[config.mk]
export PLATFORM = sky130hd
export DESIGN_NAME = btn_debounce
export DESIGN_NICKNAME = d
export VERILOG_FILES = /design/src/rtl/btn_debounce.sv
export SDC_FILE = /design/constraint.sdc
export NUM_CORES = 1
export LEC_CHECK = 0
export CAP_MARGIN = 25
export CORE_UTILIZATION = 51
export CTS_CLUSTER_DIAMETER = 120
export DETAILED_ROUTE_END_ITERATION = 12
export GPL_TIMING_DRIVEN = 0
export HOLD_SLACK_MARGIN = 0.02
export PLACE_DENSITY = 0.72
export SLEW_MARGIN = 20
export SYNTH_ARGS = -nofsm -noshare
export SYNTH_HDL_FRONTEND = slang
export SYNTH_SLANG_ARGS = --single-unit
[constraint.sdc]
create_clock -name clk_out -period 2.9 [get_ports clk_out]
set_input_delay 0.58 -clock clk_out [delete_from_list [all_inputs] [get_ports clk_out]]
set_output_delay 0.58 -clock clk_out [all_outputs]
set_load 0.005 [all_outputs]
[src/rtl/btn_debounce.sv]
// Button conditioning: 2-flop synchronizer, per-button debounce FSM with
// auto-repeat, registered level/event outputs and a wrapping press counter.
module btn_debounce #(
    parameter int unsigned NBTN     = 2,
    parameter int unsigned DEBOUNCE = 4,
    parameter int unsigned HOLD     = 10,
    parameter int unsigned REPEAT   = 3
) (
    input  logic            clk_out,
    input  logic            rst,
    input  logic [NBTN-1:0] prbtn_raw,
    output logic [NBTN-1:0] btn_level,
    output logic [NBTN-1:0] btn_press,
    output logic [NBTN-1:0] btn_release,
    output logic [NBTN-1:0] btn_repeat,
    output logic [7:0]      press_cnt
);

    localparam int unsigned CW = $clog2(DEBOUNCE);
    localparam int unsigned HW = (HOLD > 1) ? $clog2(HOLD) : 1;

    localparam logic [CW-1:0] CMax = CW'(DEBOUNCE - 1);
    localparam logic [HW-1:0] HMax = HW'(HOLD - 1);
    // Reload so the next repeat lands REPEAT cycles later.
    localparam logic [HW-1:0] HRld = HW'(HOLD - REPEAT);

    typedef enum logic [1:0] {
        StRel,
        StPwait,
        StPrs,
        StRwait
    } state_e;

    logic [NBTN-1:0] sync1_q, sync2_q;
    logic [NBTN-1:0] press_vec;
    logic [7:0]      press_cnt_q, press_cnt_d;

    // Two-flop synchronizer; released (1) out of reset.
    always_ff @(posedge clk_out or negedge rst) begin
        if (!rst) begin
            sync1_q <= '1;
            sync2_q <= '1;
        end else begin
            sync1_q <= prbtn_raw;
            sync2_q <= sync1_q;
        end
    end

    for (genvar g = 0; g < NBTN; g++) begin : g_btn
        state_e        state_q, state_d;
        logic [CW-1:0] c_q, c_d;
        logic [HW-1:0] h_q, h_d;
        logic          level_q, level_d;
        logic          press_q, press_d;
        logic          release_q, release_d;
        logic          repeat_q, repeat_d;
        logic          s;

        assign s = sync2_q[g];

        // Next-state, counters and event decode for one button.
        always_comb begin
            state_d   = state_q;
            c_d       = c_q;
            h_d       = h_q;
            press_d   = 1'b0;
            release_d = 1'b0;
            repeat_d  = 1'b0;
            unique case (state_q)
                StRel: begin
                    if (!s) begin
                        state_d = StPwait;
                        c_d     = '0;
                    end
                end
                StPwait: begin
                    if (s) begin
                        state_d = StRel;
                    end else if (c_q == CMax) begin
                        state_d = StPrs;
                        press_d = 1'b1;
                        h_d     = '0;
                    end else begin
                        c_d = c_q + CW'(1);
                    end
                end
                StPrs: begin
                    if (s) begin
                        // Hold counter is frozen while the release is qualified.
                        state_d = StRwait;
                        c_d     = '0;
                    end else if (h_q == HMax) begin
                        repeat_d = 1'b1;
                        h_d      = HRld;
                    end else begin
                        h_d = h_q + HW'(1);
                    end
                end
                StRwait: begin
                    if (!s) begin
                        state_d = StPrs;
                    end else if (c_q == CMax) begin
                        state_d   = StRel;
                        release_d = 1'b1;
                    end else begin
                        c_d = c_q + CW'(1);
                    end
                end
                default: state_d = StRel;
            endcase
            level_d = !((state_d == StPrs) || (state_d == StRwait));
        end

        // Per-button state and registered outputs.
        always_ff @(posedge clk_out or negedge rst) begin
            if (!rst) begin
                state_q   <= StRel;
                c_q       <= '0;
                h_q       <= '0;
                level_q   <= 1'b1;
                press_q   <= 1'b0;
                release_q <= 1'b0;
                repeat_q  <= 1'b0;
            end else begin
                state_q   <= state_d;
                c_q       <= c_d;
                h_q       <= h_d;
                level_q   <= level_d;
                press_q   <= press_d;
                release_q <= release_d;
                repeat_q  <= repeat_d;
            end
        end

        assign press_vec[g]   = press_d;
        assign btn_level[g]   = level_q;
        assign btn_press[g]   = press_q;
        assign btn_release[g] = release_q;
        assign btn_repeat[g]  = repeat_q;
    end

    // Add the number of presses accepted on this edge; wraps modulo 256.
    always_comb begin
        press_cnt_d = press_cnt_q;
        for (int i = 0; i < NBTN; i++) begin
            press_cnt_d = press_cnt_d + 8'(press_vec[i]);
        end
    end

    // Press counter register, updated on the same edge as btn_press.
    always_ff @(posedge clk_out or negedge rst) begin
        if (!rst) begin
            press_cnt_q <= '0;
        end else begin
            press_cnt_q <= press_cnt_d;
        end
    end

    assign press_cnt = press_cnt_q;

endmodule

==> results.yml, run 1 <==
floorplanning:
  start_util_pct: 53.1
  core_sq_um: 3030
  rows: 20
  dieArea_sq_um: 3380
  die_h_um: 58.2
  ios: 20
  die_w_um: 58.2
setup_path:
  cp_slowest_cell: "dfrtp_1"
  rr_endpoint: "press_cnt[6]"
  r2r_start: "g_btn[1].c_q[0]"
  crit_required_ns: 3.12
  max_stage_delay_ns: 0.42
  reg2reg_slack_ns: 0.81
  crit_fanout: 4
  crit_type: "flop to flop"
  cpMostUsedCell: "ha_1"
  r2r_cells: 8
  arrival_ns: 2.31
  cp_cell_sequence: "ha_1, nand2_1, nor3_1, fa_1, ha_1, and3_1, nand3_1, xnor2_1"
  end_kind: "flop"
  start_kind: "flop"
  path_buf_inv: 0
  crit_family: "simple AND/OR/NAND/NOR gates"
logic_synthesis:
  synth_nets: 153
  syn_area_per_cell_sq_um: 11.5
  ys_seq_elements: 36
  synth_cells: 140
  synth_top_area_share_pct: 46.7
  syn_area_sq_um: 1610
  ys_top_cells_by_area: "dfrtp_1, dfstp_2, ha_1"
  yosysSeqAreaShare_pct: 56.5
  yosysWarningCount: 0
  synth_flop_cell: "dfrtp_1"
  yosys.area.top_type: "dfrtp_1"
  async_flop_share_pct: 100
  synth.distinct_cells: 35
  synth_edf_count: 0
place:
  post-place-ws_ns: 0.825
  dpl_cell_area_sq_um: 1880
  port_buffers: 19
  place_hpwl_um: 1850
  place_congestion: 0.679
routing:
  wl_met3_um: 127
  drc: 0
  postRouteAntennaNets: 0
  drtPass1Iterations: 4
  drt_iter0_drc: 41
  wl_met2_um: 1200
  wl_met1_um: 1170
  wirelength_um: 2540
  num_vias: 1059
  vias_per_cell: 5.00
  wl_per_cell_um: 12.0
  routed.top_layer: "met4"
timing:
  finalHoldViolCount: 0
  fin_skew_ns: 0.00802
  setup_viol_count_final: 0
  relSlewSlack_pct: 74.0
  hold_ws_ns: 0.116
  period_share_pct: 71.9
  rsz0062_at_grt: "no"
  fmax_ghz: 0.479
  worst_slack_ns: 0.814
  slew_violations: 0
  tns_ns: 0
  period_needed_ns: 2.09
  tightest_slew_ns: 0.387
global_route:
  grt_pass1_vias: 1041
  grt_util_all_layers_pct: 18.2
  grt_max_degree: 26
  grt_overflow: 0
  antenna_found_initial: 0
  grt_pass1_wl_um: 4510
clocking:
  root_buffer: "clkbuf_4"
  holdBufCountCts: 0
  clock-sinks: 36
  postCtsSetupBuffers: 0
  clk_path_buf_depth: 2
  cts_buffers: 5
  clk_latency_ns: 0.34
  clk_pin_slew_ns: 0.11
  cts_tree: "done"
  cts_resized: 0
  h-tree-depth: 2
outcome:
  status: "finished, final reports clean"
finish:
  syn2layout_area_growth_pct: 22.6
  seq_area_sq_um: 908
  fillers: 235
  n_antenna_cell: 0
  layout.nets: 180
  multi_input_area_sq_um: 602
  final_common_cell: "dfrtp_1"
  final_cell_mix: "dfrtp_1, clkdlybuf4s50_1, nand2_1"
  design_area_sq_um: 1970
  drive_gt1_share_pct: 17.9
pwr:
  cellLeakagePower_nw: 0.914
  finalPower_w: 0.00150
  power.density_nw_per_um2: 760
  ir_drop_mv: 0.402
worst_hold_path:
  hold_class: "input pin to asynchronous set/reset pin"
flow_run:
  cap_violations: 0
metal layers:
metal	GRT usage, %	vias to the layer above
met5	0	-
met3	5.36	5
met4	10.2	0
met1	23.6	506
met2	27.4	28
li1	-	520
cell families (layout without fill, tap and decap cells):
group,Yosys count,count (layout),share of synthesized area (%)
flops,36,36,56.5
fa+ha+maj,9,9,7.47
buf+inv,16,44,6.14
xor+xnor,8,8,4.82
simple gates,45,45,13.8
compound gates,25,25,10.6
mux,1,1,0.700
report_power, final:
group	internal (W)	leakage [nW]	switching (W)	total [W]
Combinational	0.000206	0.407	0.000172	0.000378
Sequential	0.000619	0.456	0.000112	0.000731
Clock	0.000229	0.0515	0.000161	0.000390
Total	0.00105	0.914	0.000445	0.00150
worst max path at each step:
stage	slack (ns)	cells past startpoint	to	startpoint
6_report	0.81	8	press_cnt[6]	g_btn[1].c_q[0]
5_1_grt	0.63	8	press_cnt[6]	g_btn[1].c_q[0]
4_1_cts	0.80	8	press_cnt[6]	g_btn[1].state_q[0]
3_5_place_dp	0.83	8	press_cnt[6]	g_btn[1].c_q[0]
3_3_place_gp	0.53	1	press_cnt[7]	rst
2_1_floorplan	1.08	8	press_cnt[6]	g_btn[1].c_q[0]
flip-flops by register name, indices dropped and copies added (netlist names):
name	count
press_cnt	8
g_btn.release_q	2
g_btn.repeat_q	2
g_btn.state_q	4
sync2_q	2
g_btn.level_q	2
g_btn.h_q	8
sync1_q	2
g_btn.c_q	4
g_btn.press_q	2
synthesized netlist by cell type (2+ instances only):
cell	count
xnor2_1	5
nor3_1	4
nand3b_1	2
dfrtp_1	30
ha_1	8
o2bb2ai_1	2
nand3_1	4
inv_1	5
nor2_1	10
nand2b_1	5
dfstp_2	6
a22o_1	4
a21oi_1	8
o21ai_1	2
a21o_1	2
o21ai_0	3
nand2_1	14
xor2_1	2
buf_4	8
per-stage QoR:
stage	std cells	utilization, %
final	212	65.1
after CTS	212	65.1
after global placement	203	61.2
after global routing	212	65.1
after floorplan	140	-
after detailed placement	204	62.0
layout make-up:
type | count | area share (%)
clock inverter | 1 | 1.52
inverter | 5 | 0.952
buffer | 11 | 4.06
sequential | 36 | 46.1
timing repair buffer | 20 | 10.8
clock buffer | 7 | 3.30
multi-input combinational | 88 | 30.5
tap | 44 | 2.79
No activity file was read; power rests on OpenSTA's default activity.
==> inputs of run 2 (changes only) <==
- CORE_UTILIZATION: 51 -> 49
- PLACE_DENSITY: 0.72 -> 0.73
- clock period: 2.9 -> 1.8 ns (I/O delays scaled with it)
==> results.yml, run 2 (same netlist as run 1, synthesis figures left out) <==
timing:
  slew_violations: 0
  finalHoldViolCount: 0
  fin_skew_ns: 0.00479
  period_needed_ns: 1.77
  worst_slack_ns: 0.0314
  relSlewSlack_pct: 80.6
  period_share_pct: 98.3
  tightest_slew_ns: 0.290
  fmax_ghz: 0.565
  rsz0062_at_grt: "yes"
  setup_viol_count_final: 0
worst_hold_path:
  hold_end: "sync2_q[1]"
  holdPathStages: 0
  hp-start: "sync1_q[1]"
  hold_class: "flop to flop"
routing:
  drt_iter0_drc: 53
  num_vias: 1105
  drc: 0
  vias_per_cell: 5.09
  drtPass1Iterations: 4
  wirelength_um: 2760
  postRouteAntennaNets: 0
  wl_per_cell_um: 12.7
clocking:
  clock-sinks: 36
  clk_latency_ns: 0.34
  h-tree-depth: 2
  cts_tree: "done"
  clk_path_buf_depth: 2
  cts_buffers: 5
  clk_pin_slew_ns: 0.11
  root_buffer: "clkbuf_4"
global_route:
  grt_pass1_wl_um: 4890
  grt_max_degree: 29
  grt_overflow: 0
  antenna_found_initial: 0
  grt_pass1_vias: 1104
  grt_util_all_layers_pct: 19.7
floorplanning:
  die_h_um: 59.3
  dieArea_sq_um: 3520
  ios: 20
  rows: 20
  start_util_pct: 52.3
  die_w_um: 59.3
  core_sq_um: 3080
finish:
  layout.nets: 185
  syn2layout_area_growth_pct: 28.5
  final_cell_mix: "dfrtp_1, clkdlybuf4s50_1, buf_4"
  design_area_sq_um: 2070
  drive_gt1_share_pct: 24.9
  final_common_cell: "dfrtp_1"
  n_antenna_cell: 0
place:
  port_buffers: 19
  place_hpwl_um: 1950
  post-place-ws_ns: -0.186
  dpl_cell_area_sq_um: 1880
  place_congestion: 0.786
pwr:
  ir_drop_mv: 0.695
  finalPower_w: 0.00253
  power.density_nw_per_um2: 1220
  cellLeakagePower_nw: 0.947
setup_path:
  crit_required_ns: 2.07
  rr_endpoint: "press_cnt[6]"
  r2r_cells: 8
  crit_fanout: 3
  start_kind: "flop"
  arrival_ns: 2.04
  reg2reg_slack_ns: 0.03
  end_kind: "flop"
  r2r_start: "g_btn[1].c_q[1]"
  crit_type: "flop to flop"
flow_run:
  cap_violations: 0
outcome:
  status: "finished, final reports clean"
## run 2: cell types whose count changed in the layout (fill, tap and decap cells not counted), sizes merged
| cell | change |
|---|---|
| clkbuf | -1 |
| dlygate4sd3 | +1 |
| clkdlybuf4s50 | -2 |
| buf | +5 |
| dlygate4sd2 | +2 |
## run 2: where the power goes
| group | internal (W) | switching [W] | leakage (nW) |
|---|---|---|---|
| combinational | 0.000385 | 0.000310 | 0.440 |
| sequential | 0.000997 | 0.000204 | 0.456 |
| clock | 0.000369 | 0.000264 | 0.0515 |
## run 2: per-stage QoR
stage               TNS, ns  instances  hold slack, ns  util [%]
CTS                       0        214           0.365      66.1
global placement     -10.86        203           0.346      60.5
detailed placement   -0.315        204           0.232      61.0
finish                    0        217           0.362      67.2
floorplan                 0        140          0.0644         -
global route        -0.0768        217           0.376      67.2
## run 2: worst max path at each step
| stage | from | endpoint | depth (start not counted) |
|---|---|---|---|
| 2_1_floorplan | g_btn[1].c_q[0] | press_cnt[6] | 8 |
| 3_3_place_gp | rst | press_cnt[6] | 1 |
| 3_5_place_dp | g_btn[1].state_q[0] | press_cnt[6] | 8 |
| 4_1_cts | g_btn[1].c_q[1] | press_cnt[6] | 8 |
| 5_1_grt | g_btn[1].c_q[0] | press_cnt[6] | 8 |
| 6_report | g_btn[1].c_q[1] | press_cnt[6] | 8 |
## run 2: cell type report
type | count | area [sq um]
tap | 44 | 55.1
sequential | 36 | 908
multi-input combinational | 88 | 662
buffer | 9 | 71.3
inverter | 5 | 18.8
fill | 246 | 1010
clock buffer | 7 | 65.1
clock inverter | 1 | 30.0
timing repair buffer | 27 | 258
## run 2: per-layer routing
layer | vias up | GRT usage, % | routed length (um)
met1 | 537 | 23.4 | 1170
met3 | 7 | 8.30 | 163
met4 | 0 | 7.14 | 51
met5 | - | 0 | 0
li1 | 533 | - | -
met2 | 28 | 31.8 | 1370
## run 2: what timing repair did
| item | 4_1_cts | 5_1_grt |
|---|---|---|
| pin swaps | 2 | 3 |
| setup endpoints to repair | 6 | 4 |
| endpoints found under the hold margin | 7 | 0 |
| buffers inserted | 3 | 3 |
| hold buffers | 1 | 0 |
| gates resized for setup | 11 | 1 |
## run 2: critical path, stage by stage (launching register included)
cell and delay [ns]:
dfrtp_1 0.43, ha_4 0.18, nand2_2 0.09, nor3_4 0.05, fa_2 0.43, ha_4 0.18
and3_4 0.15, nand3_2 0.07, xnor2_1 0.11
==> inputs of run 3 (changes only) <==
- MAX_ROUTING_LAYER: unset -> met4
- SLEW_MARGIN: 20 -> unset
==> results.yml, run 3 (same netlist as run 1, synthesis figures left out) <==
finish:
  final_cell_mix: "dfrtp_1, buf_4, clkdlybuf4s50_1"
  design_area_sq_um: 2090
  n_antenna_cell: 0
  syn2layout_area_growth_pct: 29.8
  final_common_cell: "dfrtp_1"
  drive_gt1_share_pct: 26.9
  fin_util_pct: 67.8
  layout.nets: 187
  fillers: 237
clocking:
  clk_path_buf_depth: 2
  cts_buffers: 5
  clk_latency_ns: 0.34
  clock-sinks: 36
  cts_tree: "done"
  root_buffer: "clkbuf_4"
  clk_pin_slew_ns: 0.11
  h-tree-depth: 2
timing:
  finalHoldViolCount: 0
  slew_violations: 0
  period_needed_ns: 1.76
  tightest_slew_ns: 0.785
  worst_slack_ns: 0.0427
  tns_ns: 0
  fmax_ghz: 0.569
  fin_skew_ns: 0.00765
  relSlewSlack_pct: 47.7
  hold_ws_ns: 0.0911
  rsz0062_at_grt: "yes"
  setup_viol_count_final: 0
  period_share_pct: 97.6
setup_path:
  rr_endpoint: "press_cnt[6]"
  max_stage_delay_ns: 0.40
  crit_family: "adder cells"
  cp_cell_sequence: "ha_1, nand2_2, nor3_4, fa_2, ha_4, and3_4, nand3_4, xnor2_2"
  r2r_cells: 8
  crit_required_ns: 2.07
  cp_slowest_cell: "dfrtp_1"
  r2r_start: "g_btn[0].c_q[0]"
  reg2reg_slack_ns: 0.04
  crit_fanout: 4
  crit_type: "flop to flop"
  arrival_ns: 2.03
  path_buf_inv: 0
  start_kind: "flop"
  end_kind: "flop"
global_route:
  antenna_found_initial: 0
  grt_util_all_layers_pct: 19.8
  grt_pass1_wl_um: 4780
  grt_max_degree: 37
  grt_pass1_vias: 1078
  grt_overflow: 0
routing:
  wl_per_cell_um: 13.2
  drt_iter0_drc: 40
  wirelength_um: 2900
  postRouteAntennaNets: 0
  drc: 0
  vias_per_cell: 5.10
  drtPass1Iterations: 4
  num_vias: 1116
place:
  port_buffers: 19
  place_hpwl_um: 1910
  post-place-ws_ns: -0.191
  dpl_cell_area_sq_um: 1860
  place_congestion: 0.797
flow_run:
  cap_violations: 0
floorplanning:
  ios: 20
  dieArea_sq_um: 3520
  die_h_um: 59.3
  core_sq_um: 3080
  rows: 20
  die_w_um: 59.3
  start_util_pct: 52.3
pwr:
  power.density_nw_per_um2: 1230
  ir_drop_mv: 0.823
  cellLeakagePower_nw: 0.970
outcome:
  status: "finished, final reports clean"
worst_hold_path:
  hold_class: "input pin to asynchronous set/reset pin"
==> run 3: layer usage <==
layer	part of all wire (%)	vias up	global-route usage, %
li1	-	537	-
met4	1.4	0	8.16
met1	42	546	23.0
met5	0	-	-
met2	51	26	31.0
met3	4.8	7	7.21
==> run 3: where the power goes <==
part	leakage, nW	switching [W]	internal [W]
Clock	0.0515	0.000263	0.000369
Sequential	0.456	0.000208	0.000997
Combinational	0.463	0.000322	0.000406
==> run 3: worst max-delay path by stage <==
stage               startpoint            to  slack, ns  cells after the start
6_report       g_btn[0].c_q[0]  press_cnt[6]       0.04                      8
5_1_grt        g_btn[1].c_q[0]  press_cnt[7]      -0.04                      7
4_1_cts        g_btn[1].c_q[1]  press_cnt[6]      -0.03                      8
3_5_place_dp   g_btn[0].c_q[0]  press_cnt[6]      -0.19                      8
3_3_place_gp               rst  press_cnt[6]      -0.35                      1
2_1_floorplan  g_btn[1].c_q[0]  press_cnt[6]       0.04                      8
==> run 3: worst reg2reg max path: cells and delay by family (launching register included) <==
family / cells / cell delay, ns
AND/OR/NAND/NOR: 4 / 0.42
adder cells (fa/ha/maj): 3 / 0.77
XOR/XNOR: 1 / 0.10
flip-flops: 1 / 0.40
==> run 3: layout make-up <==
| type | count | area (sq um) | share of cell area (%) |
|---|---|---|---|
| buffer | 9 | 71.3 | 3.42 |
| clock buffer | 7 | 65.1 | 3.12 |
| clock inverter | 1 | 30.0 | 1.44 |
| inverter | 5 | 18.8 | 0.899 |
| multi-input combinational | 88 | 682 | 32.7 |
| sequential | 36 | 908 | 43.5 |
| tap | 44 | 55.1 | 2.64 |
| timing repair buffer | 29 | 258 | 12.3 |
==> run 3: timing repair <==
item                       CTS  global route
buffers inserted             6             4
setup endpoints to repair    6             4
hold buffers                 0             0
gates resized for setup     13             2
pin swaps                    7             6
==> run 3: per-stage QoR <==
stage | instances | total power, W
4_1_cts | 215 | 0.00254
2_1_floorplan | 140 | 0.00159
3_3_place_gp | 203 | 0.00175
3_5_place_dp | 203 | 0.00182
5_1_grt | 219 | 0.00273
6_report | 219 | 0.00256
